$ cat src/rtl/mul_issue_arbiter.sv
// Round-robin arbiter that shares one multi-cycle signed multiplier between two issue slots.
// Accepted ops are captured, counted down over MUL_LAT cycles and returned with tag and source slot.
module mul_issue_arbiter #(
    parameter int DATA_W  = 16,
    parameter int TAG_W   = 4,
    parameter int MUL_LAT = 3
) (
    input  logic              clk,
    input  logic              rst_n,
    input  logic              req0_vld_in,
    input  logic [DATA_W-1:0] req0_rs_in,
    input  logic [DATA_W-1:0] req0_rt_in,
    input  logic [TAG_W-1:0]  req0_tag_in,
    output logic              req0_rdy_out,
    input  logic              req1_vld_in,
    input  logic [DATA_W-1:0] req1_rs_in,
    input  logic [DATA_W-1:0] req1_rt_in,
    input  logic [TAG_W-1:0]  req1_tag_in,
    output logic              req1_rdy_out,
    input  logic              flush_in,
    output logic              res_vld_out,
    output logic [DATA_W-1:0] res_data_out,
    output logic [TAG_W-1:0]  res_tag_out,
    output logic              res_src_out,
    output logic              busy_out
);
    // state | meaning
    // IDLE  | no op in flight
    // EXEC  | multiply in progress, cnt counts down to 0
    // DONE  | result presented for exactly one cycle
    typedef enum logic [1:0] {IDLE = 2'd0, EXEC = 2'd1, DONE = 2'd2} state_t;

    localparam logic [3:0] CNT_INIT = 4'(MUL_LAT - 2);

    state_t            state;
    state_t            state_nxt;
    logic [3:0]        cnt;
    logic [3:0]        cnt_nxt;
    logic              ptr;
    logic [DATA_W-1:0] cap_rs;
    logic [DATA_W-1:0] cap_rt;
    logic [TAG_W-1:0]  cap_tag;
    logic              cap_src;
    logic [DATA_W-1:0] prod_lo;
    logic              can_acc;
    logic              grant0;
    logic              grant1;
    logic              acc;
    logic              finish;

    assign can_acc = (state != EXEC) & ~flush_in;
    assign grant0  = req0_vld_in & (~req1_vld_in | ~ptr);
    assign grant1  = req1_vld_in & (~req0_vld_in | ptr);
    assign acc     = can_acc & (grant0 | grant1);
    assign finish  = (state == EXEC) & ~flush_in & (cnt == 4'd0);

    // Low DATA_W bits of a two's-complement product equal those of the unsigned product.
    assign prod_lo = cap_rs * cap_rt;

    always_ff @(posedge clk or negedge rst_n) begin
        if (!rst_n) begin
            state <= IDLE;
            cnt   <= 4'd0;
        end else begin
            state <= state_nxt;
            cnt   <= cnt_nxt;
        end
    end

    always_comb begin
        state_nxt = state;
        cnt_nxt   = cnt;
        case (state)
            IDLE: begin
                if (acc) begin
                    state_nxt = EXEC;
                    cnt_nxt   = CNT_INIT;
                end
            end
            EXEC: begin
                if (flush_in) begin
                    state_nxt = IDLE;
                    cnt_nxt   = 4'd0;
                end else if (cnt == 4'd0) begin
                    state_nxt = DONE;
                end else begin
                    cnt_nxt = cnt - 4'd1;
                end
            end
            DONE: begin
                if (acc) begin
                    state_nxt = EXEC;
                    cnt_nxt   = CNT_INIT;
                end else begin
                    state_nxt = IDLE;
                end
            end
            default: begin
                state_nxt = IDLE;
                cnt_nxt   = 4'd0;
            end
        endcase
    end

    always_comb begin
        req0_rdy_out = can_acc & grant0;
        req1_rdy_out = can_acc & grant1;
        res_vld_out  = (state == DONE);
        busy_out     = (state == EXEC);
    end

    always_ff @(posedge clk or negedge rst_n) begin
        if (!rst_n) begin
            ptr     <= 1'b0;
            cap_rs  <= '0;
            cap_rt  <= '0;
            cap_tag <= '0;
            cap_src <= 1'b0;
        end else if (acc) begin
            ptr     <= grant0;
            cap_rs  <= grant0 ? req0_rs_in  : req1_rs_in;
            cap_rt  <= grant0 ? req0_rt_in  : req1_rt_in;
            cap_tag <= grant0 ? req0_tag_in : req1_tag_in;
            cap_src <= grant1;
        end
    end

    // Result registers only move on the EXEC->DONE transition so they hold between pulses.
    always_ff @(posedge clk or negedge rst_n) begin
        if (!rst_n) begin
            res_data_out <= '0;
            res_tag_out  <= '0;
            res_src_out  <= 1'b0;
        end else if (finish) begin
            res_data_out <= prod_lo;
            res_tag_out  <= cap_tag;
            res_src_out  <= cap_src;
        end
    end

endmodule

$ cat config.mk
export PLATFORM = sky130hd
export DESIGN_NAME = mul_issue_arbiter
export DESIGN_NICKNAME = d
export VERILOG_FILES = /design/src/rtl/mul_issue_arbiter.sv
export SDC_FILE = /design/constraint.sdc
export NUM_CORES = 1
export LEC_CHECK = 0
export CORE_ASPECT_RATIO = 1.25
export CORE_MARGIN = 3
export CORE_UTILIZATION = 52
export CTS_BUF_LIST = sky130_fd_sc_hd__clkbuf_8
export DETAILED_ROUTE_END_ITERATION = 6
export GPL_ROUTABILITY_DRIVEN = 0
export PLACE_DENSITY = 0.82
export SYNTH_ARGS = -nofsm -noshare
export SYNTH_HDL_FRONTEND = slang
export SYNTH_SLANG_ARGS = --single-unit
$ cat constraint.sdc
create_clock -name clk -period 5.2 [get_ports clk]
set_input_delay 0.78 -clock clk [delete_from_list [all_inputs] [get_ports clk]]
set_output_delay 0.78 -clock clk [all_outputs]
set_load 0.02 [all_outputs]
==> results of run 1 <==
## per-layer routing
| metal | routed length [um] | vias up |
|---|---|---|
| met4 | 365 | 0 |
| li1 | - | 2535 |
| met1 | 6120 | 2594 |
| met5 | 0 | - |
| met2 | 7870 | 150 |
| met3 | 806 | 28 |
## state kept, by name, indices dropped and copies added, names as in the netlist
signal        flops
cap_rs           16
cap_rt           16
res_data_out     16
cap_tag           4
cnt               4
res_tag_out       4
state             2
cap_src           1
ptr               1
res_src_out       1
## worst min-delay path: cells and delay by family, from the launching register on
kind             cells  cell delay [ns]
AND/OR/NAND/NOR      2             0.10
flip-flops           1             0.35
## kinds of logic after synthesis
logic type | share of synthesized area (%)
AO/OA/AOI/OAI | 6.90
flip-flops | 24.0
AND/OR/NAND/NOR | 17.2
adder cells (fa/ha/maj) | 32.9
XOR/XNOR | 4.96
multiplexers | 5.47
buffers and inverters | 8.53
## stage by stage
stage	utilization, %	setup WS, ns	setup TNS, ns	hold WS (ns)	std cells
floorplan	-	0.0232	0	0.439	745
global placement	65.2	0.0689	0	0.449	1010
detailed placement	65.2	-0.0603	-0.0603	0.461	1010
CTS	67.0	0.0179	0	0.479	1027
global route	68.0	-0.105	-0.105	0.501	1032
finish	68.0	0.0778	0	0.475	1032
## what timing repair did
action                                  in CTS  in global routing
buffers inserted                             1                  5
cloned                                       0                  0
pin swaps                                    2                 18
endpoints found under the setup margin       1                  4
gates resized for setup                      2                 24
## cell usage after synthesis (2+ instances only)
cell        n
nand2_1   150
inv_1     116
fa_1       80
and2_1     67
dfrtp_1    65
o21ai_0    57
ha_1       50
mux2i_1    37
clkbuf_1   25
xnor2_1    24
xor2_1      8
nor2_1      7
nand2b_1    6
a21o_1      5
buf_2       5
a211oi_1    3
a21oi_1     2
and2b_1     2
buf_4       2
nand2_2     2
nand3_1     2
nor3_1      2
nor3b_1     2
o21a_1      2
o21ai_1     2
xnor2_2     2
## cell type report
cell class | instances | area (sq um)
fill | 960 | 3990
clock buffer | 11 | 151
tap | 164 | 205
clock inverter | 5 | 61.3
timing repair buffer | 140 | 1320
sequential | 65 | 1640
inverter | 117 | 439
multi-input combinational | 530 | 4640
## final timing paths
kind,depth (start not counted),startpoint,end
min in group asynchronous,2,rst_n,res_data_out[6]$_DFFE_PN0P_
setup reg to reg,18,cap_rt[3]$_DFFE_PN0P_,res_data_out[15]$_DFFE_PN0P_
max in group asynchronous,2,rst_n,cap_rs[1]$_DFFE_PN0P_
setup / recovery,18,cap_rt[3]$_DFFE_PN0P_,res_data_out[15]$_DFFE_PN0P_
hold reg to reg,2,cap_tag[3]$_DFFE_PN0P_,res_tag_out[3]$_DFFE_PN0P_
hold / removal,2,cap_tag[3]$_DFFE_PN0P_,res_tag_out[3]$_DFFE_PN0P_
==> qor_table.md, run 1 <==
| Step | Metric | Reported |
|:---|:---|:---|
| floorplanning | Die area | 14400 sq um |
| critical path | Highest-delay cell along the critical path | fa_1 |
| cells and area | Final-stage net count | 1070 |
| critical path | Top fanout value on the critical path | 4 |
| job | MaxCap Viol Count | 0 |
| cts | Skew-Pair Late Insertion Delay | 0.36 ns |
| sta | Number of endpoints with negative hold slack in the final report | 0 |
| cts | Total CTS buffers | 9 |
| critical path | Worst path required time | 5.42 ns |
| global route | Global-route track usage on met2 | 38.0% |
| cts | H-tree levels | 3 |
| cells and area | Commonest non-fill, non-tap cells in the layout | nand2_1 (150), inv_1 (113), clkdlybuf4s50_1 (100), fa_1 (77), and2_1 (66) |
| cts | Clock slew at the register clock pins of the worst setup and hold paths | 0.09 ns |
| synthesis | Count of distinct cell types in the synthesized netlist | 46 |
| synthesis | Post-Syn Area | 6770 sq um |
| sta | Period Utilization, post-route | 98.5% |
| global route | Sum of overflow across all layers after global routing | 0 |
| critical path | Combined buffer and inverter count along the critical path | 4 |
| min path | Class of the most critical hold timing path | flip-flop to flip-flop |
| synthesis | Yosys warning total | 0 |
| drt | Detailed-route DRC error count | 0 |
| synthesis | Leading register cell type out of synthesis | dfrtp_1 |
| synthesis | Instance count of the mapped netlist | 745 |
| floorplanning | I/O pin cnt | 102 |
| synthesis | Area share of the largest cell type after synthesis | 24.0% |
| drt | Routed wirelength normalized by instance count | 14.7 um |
| critical path | Critical path arrival | 5.34 ns |
| global route | Most heavily used metal layer in global routing | met2 |
| place | Post-placement cell area | 8110 sq um |
| global route | Vias in the first global route | 5564 |
| critical path | Kind of capture point of the worst setup path | flip-flop |
| place | Sum of net half-perimeters after detailed placement | 11900 um |
| global route | All-layer global routing usage | 22.5% |
| drt | Residual antenna-violating net count after detailed routing | 0 |
| global route | Wire length of the first global-routing pass | 25900 um |
| sta | Final Slew Violations | 0 |
| floorplanning | Core footprint | 12400 sq um |
| drt | First drt pass iteration count | 4 |
| cts | Clock Tree Buf Depth | 2 |
| global route | Met1 usage | 28.6% |
| cts | Root Driver | clkbuf_8 |
| synthesis | Register area share after synthesis | 24.0% |
| run status | Outcome | completed |
| drt | Count of vias placed by the detailed router | 5307 |
| synthesis | Top cells by area in the synthesized netlist | dfrtp_1 (24%), fa_1 (24%), ha_1 (9.2%) |
| place | Total of buffers placed on input and output ports | 101 |
| global route | Largest net degree at the start of global routing | 66 |
| cts | Sink count of the clock tree | 65 |
| floorplanning | Effective utilization at floorplan | 54.4% |
| sta | Total of endpoints with negative setup slack in the final report | 0 |
| critical path | Most Frequent Cell on Critical Path | fa_1 |
| drt | Number of DRC violations after detailed-routing iteration 0 | 234 |
| critical path | Critical Path Source Type | flip-flop |
| critical path | Kind of critical path | flip-flop to flip-flop |
| cts | Cts hold-fix bufs | 0 |
| sta | Time the worst path needs with I/O delays and setup | 5.12 ns |
| critical path | Setup slack on the worst flop-to-flop path | 0.08 ns |
| synthesis | Net count after synthesis | 952 |
| synthesis | Number of synthesized flops with an enable pin | 0 |
| global route | GR met3 Demand/Resource | 4.12% |
| floorplanning | Die extent in y | 134 um |
| synthesis | #FFs+latches synth | 65 |
| floorplanning | Width of the die | 108 um |
| global route | Number of antenna violations at the first check in global routing | 0 |
| cells and area | Summed area of non-filler cells in the final layout | 8460 sq um |
| cells and area | Relative area change from synthesis to final layout | 25.0% |
| sta | Unrepaired setup endpoints after global routing | yes |
| critical path | Slowest cell delay on critical path | 0.53 ns |
| sta | Worst-case headroom to the max-slew limit | 32.8% |
| sta | Worst Tran Pin Value | 1.00 ns |
| drt | Per-cell via count in the routed design | 5.14 |
| sta | Worst Skew | 0.0140 ns |
| floorplanning | Number of rows in the core area | 45 |
| drt | Final WL | 15200 um |
| critical path | Kind of cell adding the most delay to the critical path | adder cells |
| cells and area | Most common cell after layout, fill and taps aside | nand2_1 |
| synthesis | Library cell occupying the most area in the post-synthesis netlist | dfrtp_1 |
| synthesis | Post-synthesis async set-or-reset flop share | 100% |
| cells and area | Layout cell share with drive strength beyond 1 | 10.0% |
| critical path | List of cells traversed by the critical path | buf_4 -> nand2_1 -> fa_1 -> fa_1 -> inv_1 -> fa_1 -> inv_1 -> fa_1 -> fa_1 -> fa_1 -> inv_1 -> ha_2 -> o21ai_1 -> nor2_1 -> or2_4 -> o41a_1 -> xnor2_1 -> o21ai_1 |
| cells and area | ANT cells | 0 |
| synthesis | Mean instance size in the synthesized netlist | 9.08 sq um |
| sta | Fmax | 195 MHz |
| cts | CTS tree | done |
Power of run 1 is left out: the tool's default activity adds up to more than one toggle a clock period on the data nets, which glitch-free logic cannot reach.
==> run 2, diff against run 1 <==
CORE_UTILIZATION = 61   (was 52)
DONT_BUFFER_PORTS = 1   (was default)
TNS_END_PERCENT = 50   (was default)
==> qor_table.md, run 2 (synthesis results as in run 1) <==
| Step | Metric | Reported |
|:---|:---|:---|
| critical path | Kind of capture point of the worst setup path | flip-flop |
| run status | Outcome | complete, but fails checks |
| job | MaxCap Viol Count | 0 |
| place | Worst Setup Slack post-DPL | -0.171 ns |
| critical path | Destination of the worst register-to-register timing path | res_data_out[15]$_DFFE_PN0P_ |
| global route | All-layer global routing usage | 27.5% |
| critical path | Worst path required time | 5.43 ns |
| sta | Time the worst path needs with I/O delays and setup | 5.23 ns |
| cells and area | Final-layout fill cell count | 781 |
| cells and area | ANT cells | 0 |
| drt | Detailed-route DRC error count | 0 |
| floorplanning | Core footprint | 10700 sq um |
| sta | Number of endpoints with negative hold slack in the final report | 0 |
| sta | Final Slew Violations | 0 |
| cts | Total CTS buffers | 9 |
| place | Total of buffers placed on input and output ports | 0 |
| cells and area | Final-stage net count | 976 |
| sta | Unrepaired setup endpoints after global routing | yes |
| critical path | Kind of critical path | flip-flop to flip-flop |
| drt | Final WL | 16600 um |
| drt | Routed wirelength normalized by instance count | 18.3 um |
| cells and area | Most common cell after layout, fill and taps aside | nand2_1 |
| sta | Worst Skew | 0.0171 ns |
| place | Sum of net half-perimeters after detailed placement | 12000 um |
| global route | Wire length of the first global-routing pass | 26500 um |
| cts | Skew-Pair Late Insertion Delay | 0.37 ns |
| cts | Cts hold-fix bufs | 0 |
| global route | Vias in the first global route | 5552 |
| critical path | Critical Path Source Type | flip-flop |
| cts | Sink count of the clock tree | 65 |
| floorplanning | I/O pin cnt | 102 |
| cts | Clock Tree Buf Depth | 2 |
| sta | Worst-case headroom to the max-slew limit | 60.6% |
| global route | Number of antenna violations at the first check in global routing | 0 |
| sta | Fmax | 191 MHz |
| drt | Per-cell via count in the routed design | 5.74 |
| cells and area | Commonest non-fill, non-tap cells in the layout | nand2_1 (148), inv_1 (112), fa_1 (75), and2_1 (66) |
| drt | Number of DRC violations after detailed-routing iteration 0 | 355 |
| run status | Violations in the final reports | negative setup slack |
| floorplanning | Die extent in y | 124 um |
| cells and area | Top flop regs | cap_rs x16, cap_rt x16, res_data_out x16 |
| critical path | Top fanout value on the critical path | 6 |
| drt | Count of vias placed by the detailed router | 5199 |
| global route | Largest net degree at the start of global routing | 75 |
| critical path | Cell count of the worst reg-to-reg path | 18 |
| critical path | R2R Path Start | cap_rt[6]$_DFFE_PN0P_ |
| cts | Clock slew at the register clock pins of the worst setup and hold paths | 0.10 ns |
| global route | Sum of overflow across all layers after global routing | 0 |
| drt | First drt pass iteration count | 5 |
| floorplanning | Die area | 12400 sq um |
| cells and area | Relative area change from synthesis to final layout | 11.1% |
| floorplanning | Width of the die | 100 um |
| floorplanning | Number of rows in the core area | 42 |
| sta | Period Utilization, post-route | 101% |
| drt | Residual antenna-violating net count after detailed routing | 0 |
| cts | Root Driver | clkbuf_8 |
| sta | Post-layout worst setup margin | -0.0272 ns |
| sta | Setup TNS | -0.0272 ns |
| cells and area | Layout cell share with drive strength beyond 1 | 14.0% |
| min path | Class of the most critical hold timing path | input port to async pin |
| floorplanning | Effective utilization at floorplan | 63.1% |
| critical path | Critical path arrival | 5.46 ns |
| cts | H-tree levels | 3 |
| sta | Worst Tran Pin Value | 0.592 ns |
| cts | CTS tree | done |
| critical path | Setup slack on the worst flop-to-flop path | -0.03 ns |
| sta | Total of endpoints with negative setup slack in the final report | 1 |
## run 2: cell count changes in the layout (fill, tap and decap cells not counted), moves of 2 or more
| cell | before | now |
|---|---|---|
| buf_4 | 36 | 43 |
| clkbuf_8 | 11 | 9 |
| clkdlybuf4s50_1 | 100 | 0 |
| clkinvlp_4 | 0 | 2 |
| fa_1 | 77 | 75 |
| fa_2 | 3 | 5 |
| inv_8 | 0 | 2 |
| nand2_1 | 150 | 148 |
| nand3_1 | 2 | 0 |
| nand3_2 | 0 | 2 |
## run 2: how the worst max path moves through the flow
stage | start | to | slack [ns] | depth (start not counted)
floorplan | cap_rt[4]$_DFFE_PN0P_ | res_data_out[15]$_DFFE_PN0P_ | 0.02 | 19
global placement | cap_rt[7]$_DFFE_PN0P_ | res_data_out[15]$_DFFE_PN0P_ | -0.01 | 16
detailed placement | cap_rt[7]$_DFFE_PN0P_ | res_data_out[15]$_DFFE_PN0P_ | -0.17 | 16
CTS | cap_rt[6]$_DFFE_PN0P_ | res_data_out[15]$_DFFE_PN0P_ | -0.03 | 20
global route | cap_rt[6]$_DFFE_PN0P_ | res_data_out[15]$_DFFE_PN0P_ | -0.25 | 20
finish | cap_rt[6]$_DFFE_PN0P_ | res_data_out[15]$_DFFE_PN0P_ | -0.03 | 18
## run 2: metrics by stage
step / instance area (sq um) / hold slack [ns] / utilization (%) / cells
2_1_floorplan: 6780 / 0.439 / - / 745
3_3_place_gp: 7060 / 0.448 / 65.8 / 876
3_5_place_dp: 7060 / 0.459 / 65.8 / 876
4_1_cts: 7390 / 0.0871 / 69.0 / 904
5_1_grt: 7520 / 0.0770 / 70.1 / 906
6_report: 7520 / 0.0892 / 70.1 / 906
## run 2: worst max-delay path, cell delays in order, from the launching register on
cell	delay [ns]
dfrtp_1	0.44
buf_6	0.15
buf_4	0.15
and2_1	0.15
fa_2	0.53
inv_1	0.05
fa_2	0.41
fa_1	0.40
fa_1	0.54
fa_1	0.45
fa_1	0.51
inv_2	0.05
ha_4	0.17
a211oi_2	0.20
nor2_1	0.09
or2_4	0.25
o41a_1	0.33
xnor2_1	0.15
o21ai_1	0.07
## run 2: cell type report
class	instances	area (sq um)	share of cell area (%)
clock buffers	9	124	1.65
clock inverters	7	85.1	1.13
inverters	117	439	5.84
multi-input cells	530	4710	62.6
flip-flops and latches	65	1640	21.8
well taps	132	165	2.20
repair buffers	46	357	4.74
## run 2: per-layer routing
metal | up-vias | share of wire, % | global-route usage (%)
li1 | 2346 | - | -
met3 | 63 | 6.1 | 4.54
met4 | 0 | 4.0 | 12.0
met5 | - | 0 | 0
met2 | 249 | 52 | 49.5
met1 | 2541 | 37 | 32.3
## run 2: repair_timing
action	4_1_cts	5_1_grt
endpoints found under the setup margin	2	5
buffers inserted	12	2
resized for setup	15	29
endpoints found under the hold margin	0	0
pin swaps	11	9
Power of run 2 is left out for the same reason.
==> run 3, diff against run 2 <==
GPL_TIMING_DRIVEN = 0   (was default)
==> qor_table.md, run 3 (synthesis results as in run 1) <==
| Step | Metric | Reported |
|:---|:---|:---|
| place | Sum of net half-perimeters after detailed placement | 12500 um |
| place | Number of placed instances with taps included | 879 |
| global route | Sum of overflow across all layers after global routing | 0 |
| sta | Final Slew Violations | 0 |
| critical path | Top fanout value on the critical path | 5 |
| sta | Period Utilization, post-route | 101% |
| min path | Class of the most critical hold timing path | input port to async pin |
| global route | Wire length of the first global-routing pass | 26500 um |
| cells and area | Most common cell after layout, fill and taps aside | nand2_1 |
| global route | Largest net degree at the start of global routing | 66 |
| cells and area | ANT cells | 0 |
| critical path | Cell count of the worst reg-to-reg path | 21 |
| sta | Time the worst path needs with I/O delays and setup | 5.26 ns |
| cells and area | Commonest non-fill, non-tap cells in the layout | nand2_1 (150), inv_1 (111), fa_1 (75), and2_1 (66), dfrtp_1 (60) |
| drt | Routed wirelength normalized by instance count | 18.0 um |
| sta | Worst Tran Pin Value | 0.664 ns |
| drt | Detailed-route DRC error count | 0 |
| cells and area | Finished Core Util | 68.9% |
| sta | Unrepaired setup endpoints after global routing | yes |
| place | Total of buffers placed on input and output ports | 0 |
| drt | Final WL | 16200 um |
| run status | Violations in the final reports | negative setup slack |
| cts | Clock Tree Buf Depth | 2 |
| sta | Worst-case headroom to the max-slew limit | 55.8% |
| cells and area | Layout cell share with drive strength beyond 1 | 10.5% |
| cts | H-tree levels | 3 |
| critical path | Worst path required time | 5.44 ns |
| sta | Number of endpoints with negative hold slack in the final report | 0 |
| drt | Count of vias placed by the detailed router | 5235 |
| cts | Root Driver | clkbuf_8 |
| job | MaxCap Viol Count | 0 |
| cells and area | Relative area change from synthesis to final layout | 9.19% |
| critical path | Kind of capture point of the worst setup path | flip-flop |
| drt | Residual antenna-violating net count after detailed routing | 0 |
| floorplanning | I/O pin cnt | 102 |
| sta | Worst Skew | 0.0124 ns |
| global route | Vias in the first global route | 5581 |
| floorplanning | Core footprint | 10700 sq um |
| global route | Number of antenna violations at the first check in global routing | 0 |
| floorplanning | Effective utilization at floorplan | 63.1% |
| cells and area | Summed area of non-filler cells in the final layout | 7390 sq um |
| drt | First drt pass iteration count | 5 |
| floorplanning | Width of the die | 100 um |
| critical path | Critical path arrival | 5.50 ns |
| sta | Total of endpoints with negative setup slack in the final report | 1 |
| cts | Total CTS buffers | 9 |
| cts | CTS tree | done |
| cells and area | Final-stage net count | 971 |
| critical path | Critical Path Source Type | flip-flop |
| drt | Per-cell via count in the routed design | 5.81 |
| floorplanning | Die area | 12400 sq um |
| floorplanning | Die extent in y | 124 um |
| sta | Post-layout worst setup margin | -0.0572 ns |
| cts | Skew-Pair Late Insertion Delay | 0.36 ns |
| cells and area | Top flop regs | cap_rs x16, cap_rt x16, res_data_out x16 |
| critical path | Kind of critical path | flip-flop to flip-flop |
| run status | Outcome | complete, but fails checks |
| cts | Cts hold-fix bufs | 0 |
| drt | Number of DRC violations after detailed-routing iteration 0 | 339 |
| floorplanning | Number of rows in the core area | 42 |
| cts | Clock slew at the register clock pins of the worst setup and hold paths | 0.09 ns |
| global route | All-layer global routing usage | 27.6% |
| sta | Fmax | 190 MHz |
| place | Post-placement cell area | 6960 sq um |
| cells and area | Number of non-filler instances in the completed layout | 901 |
| cts | Sink count of the clock tree | 65 |
run 3: cell count changes in the layout (fill, tap and decap cells not counted), sizes merged:
cell | previous run | this run
inv | 120 | 119
buf | 46 | 20
bufinv | 1 | 0
clkinv | 1 | 3
clkdlybuf4s18 | 0 | 1
clkbuf | 9 | 29
run 3: worst max-delay path, cell delays in order (launching register included):
cell,delay [ns]
dfrtp_1,0.41
buf_8,0.14
buf_4,0.14
buf_4,0.14
and2_1,0.15
fa_2,0.56
inv_1,0.05
fa_2,0.51
inv_1,0.04
ha_2,0.17
fa_1,0.49
fa_1,0.49
inv_1,0.05
fa_1,0.47
inv_1,0.06
ha_4,0.17
a211oi_4,0.26
nor2_2,0.08
or2_4,0.24
o41a_1,0.32
xnor2_1,0.15
o21ai_1,0.07
run 3: what timing repair did:
action / 4_1_cts / 5_1_grt
gates resized for setup: 35 / 17
hold endpoints to repair: 0 / 0
endpoints found under the setup margin: 4 / 5
buffers inserted: 10 / 0
gates cloned: 0 / 0
pin swaps: 12 / 10
run 3: per-layer routing:
metal  up-vias  GRT usage [%]  share of wire [%]
li1       2340              -                  -
met1      2572           32.0                 36
met2       257           49.3                 52
met3        66           3.98                7.3
met4         0           14.9                4.9
met5         -              0                  0
run 3: path summary, 6_finish.rpt:
check                                             from                            to  slack, ns
max in group asynchronous                        rst_n         cap_rs[1]$_DFFE_PN0P_       4.97
worst max register to register   cap_rt[4]$_DFFE_PN0P_  res_data_out[15]$_DFFE_PN0P_      -0.06
worst max-delay path             cap_rt[4]$_DFFE_PN0P_  res_data_out[15]$_DFFE_PN0P_      -0.06
min in group clk                cap_tag[3]$_DFFE_PN0P_    res_tag_out[3]$_DFFE_PN0P_       0.47
worst min-delay path                             rst_n   res_data_out[6]$_DFFE_PN0P_        0.1
worst min register to register  cap_tag[3]$_DFFE_PN0P_    res_tag_out[3]$_DFFE_PN0P_       0.47
run 3: stage by stage:
stage	worst slack, ns	TNS, ns	hold slack, ns
6_report	-0.0572	-0.0572	0.0974
5_1_grt	-0.271	-0.508	0.0840
4_1_cts	-0.0802	-0.0802	0.0886
3_5_place_dp	-0.496	-1.38	0.463
3_3_place_gp	-0.369	-0.775	0.451
2_1_floorplan	0.0232	0	0.439
run 3: area by class of cell:
| cell class | instances | area (sq um) |
|---|---|---|
| Timing Repair Buffer | 12 | 88.8 |
| Inverter | 117 | 439 |
| Buffer | 29 | 184 |
| Clock inverter | 7 | 51.3 |
| Fill cell | 793 | 3330 |
| Multi-Input combinational cell | 530 | 4700 |
| Sequential cell | 65 | 1630 |
| Clock buffer | 9 | 124 |
| Tap cell | 132 | 165 |
Power of run 3 is left out for the same reason.
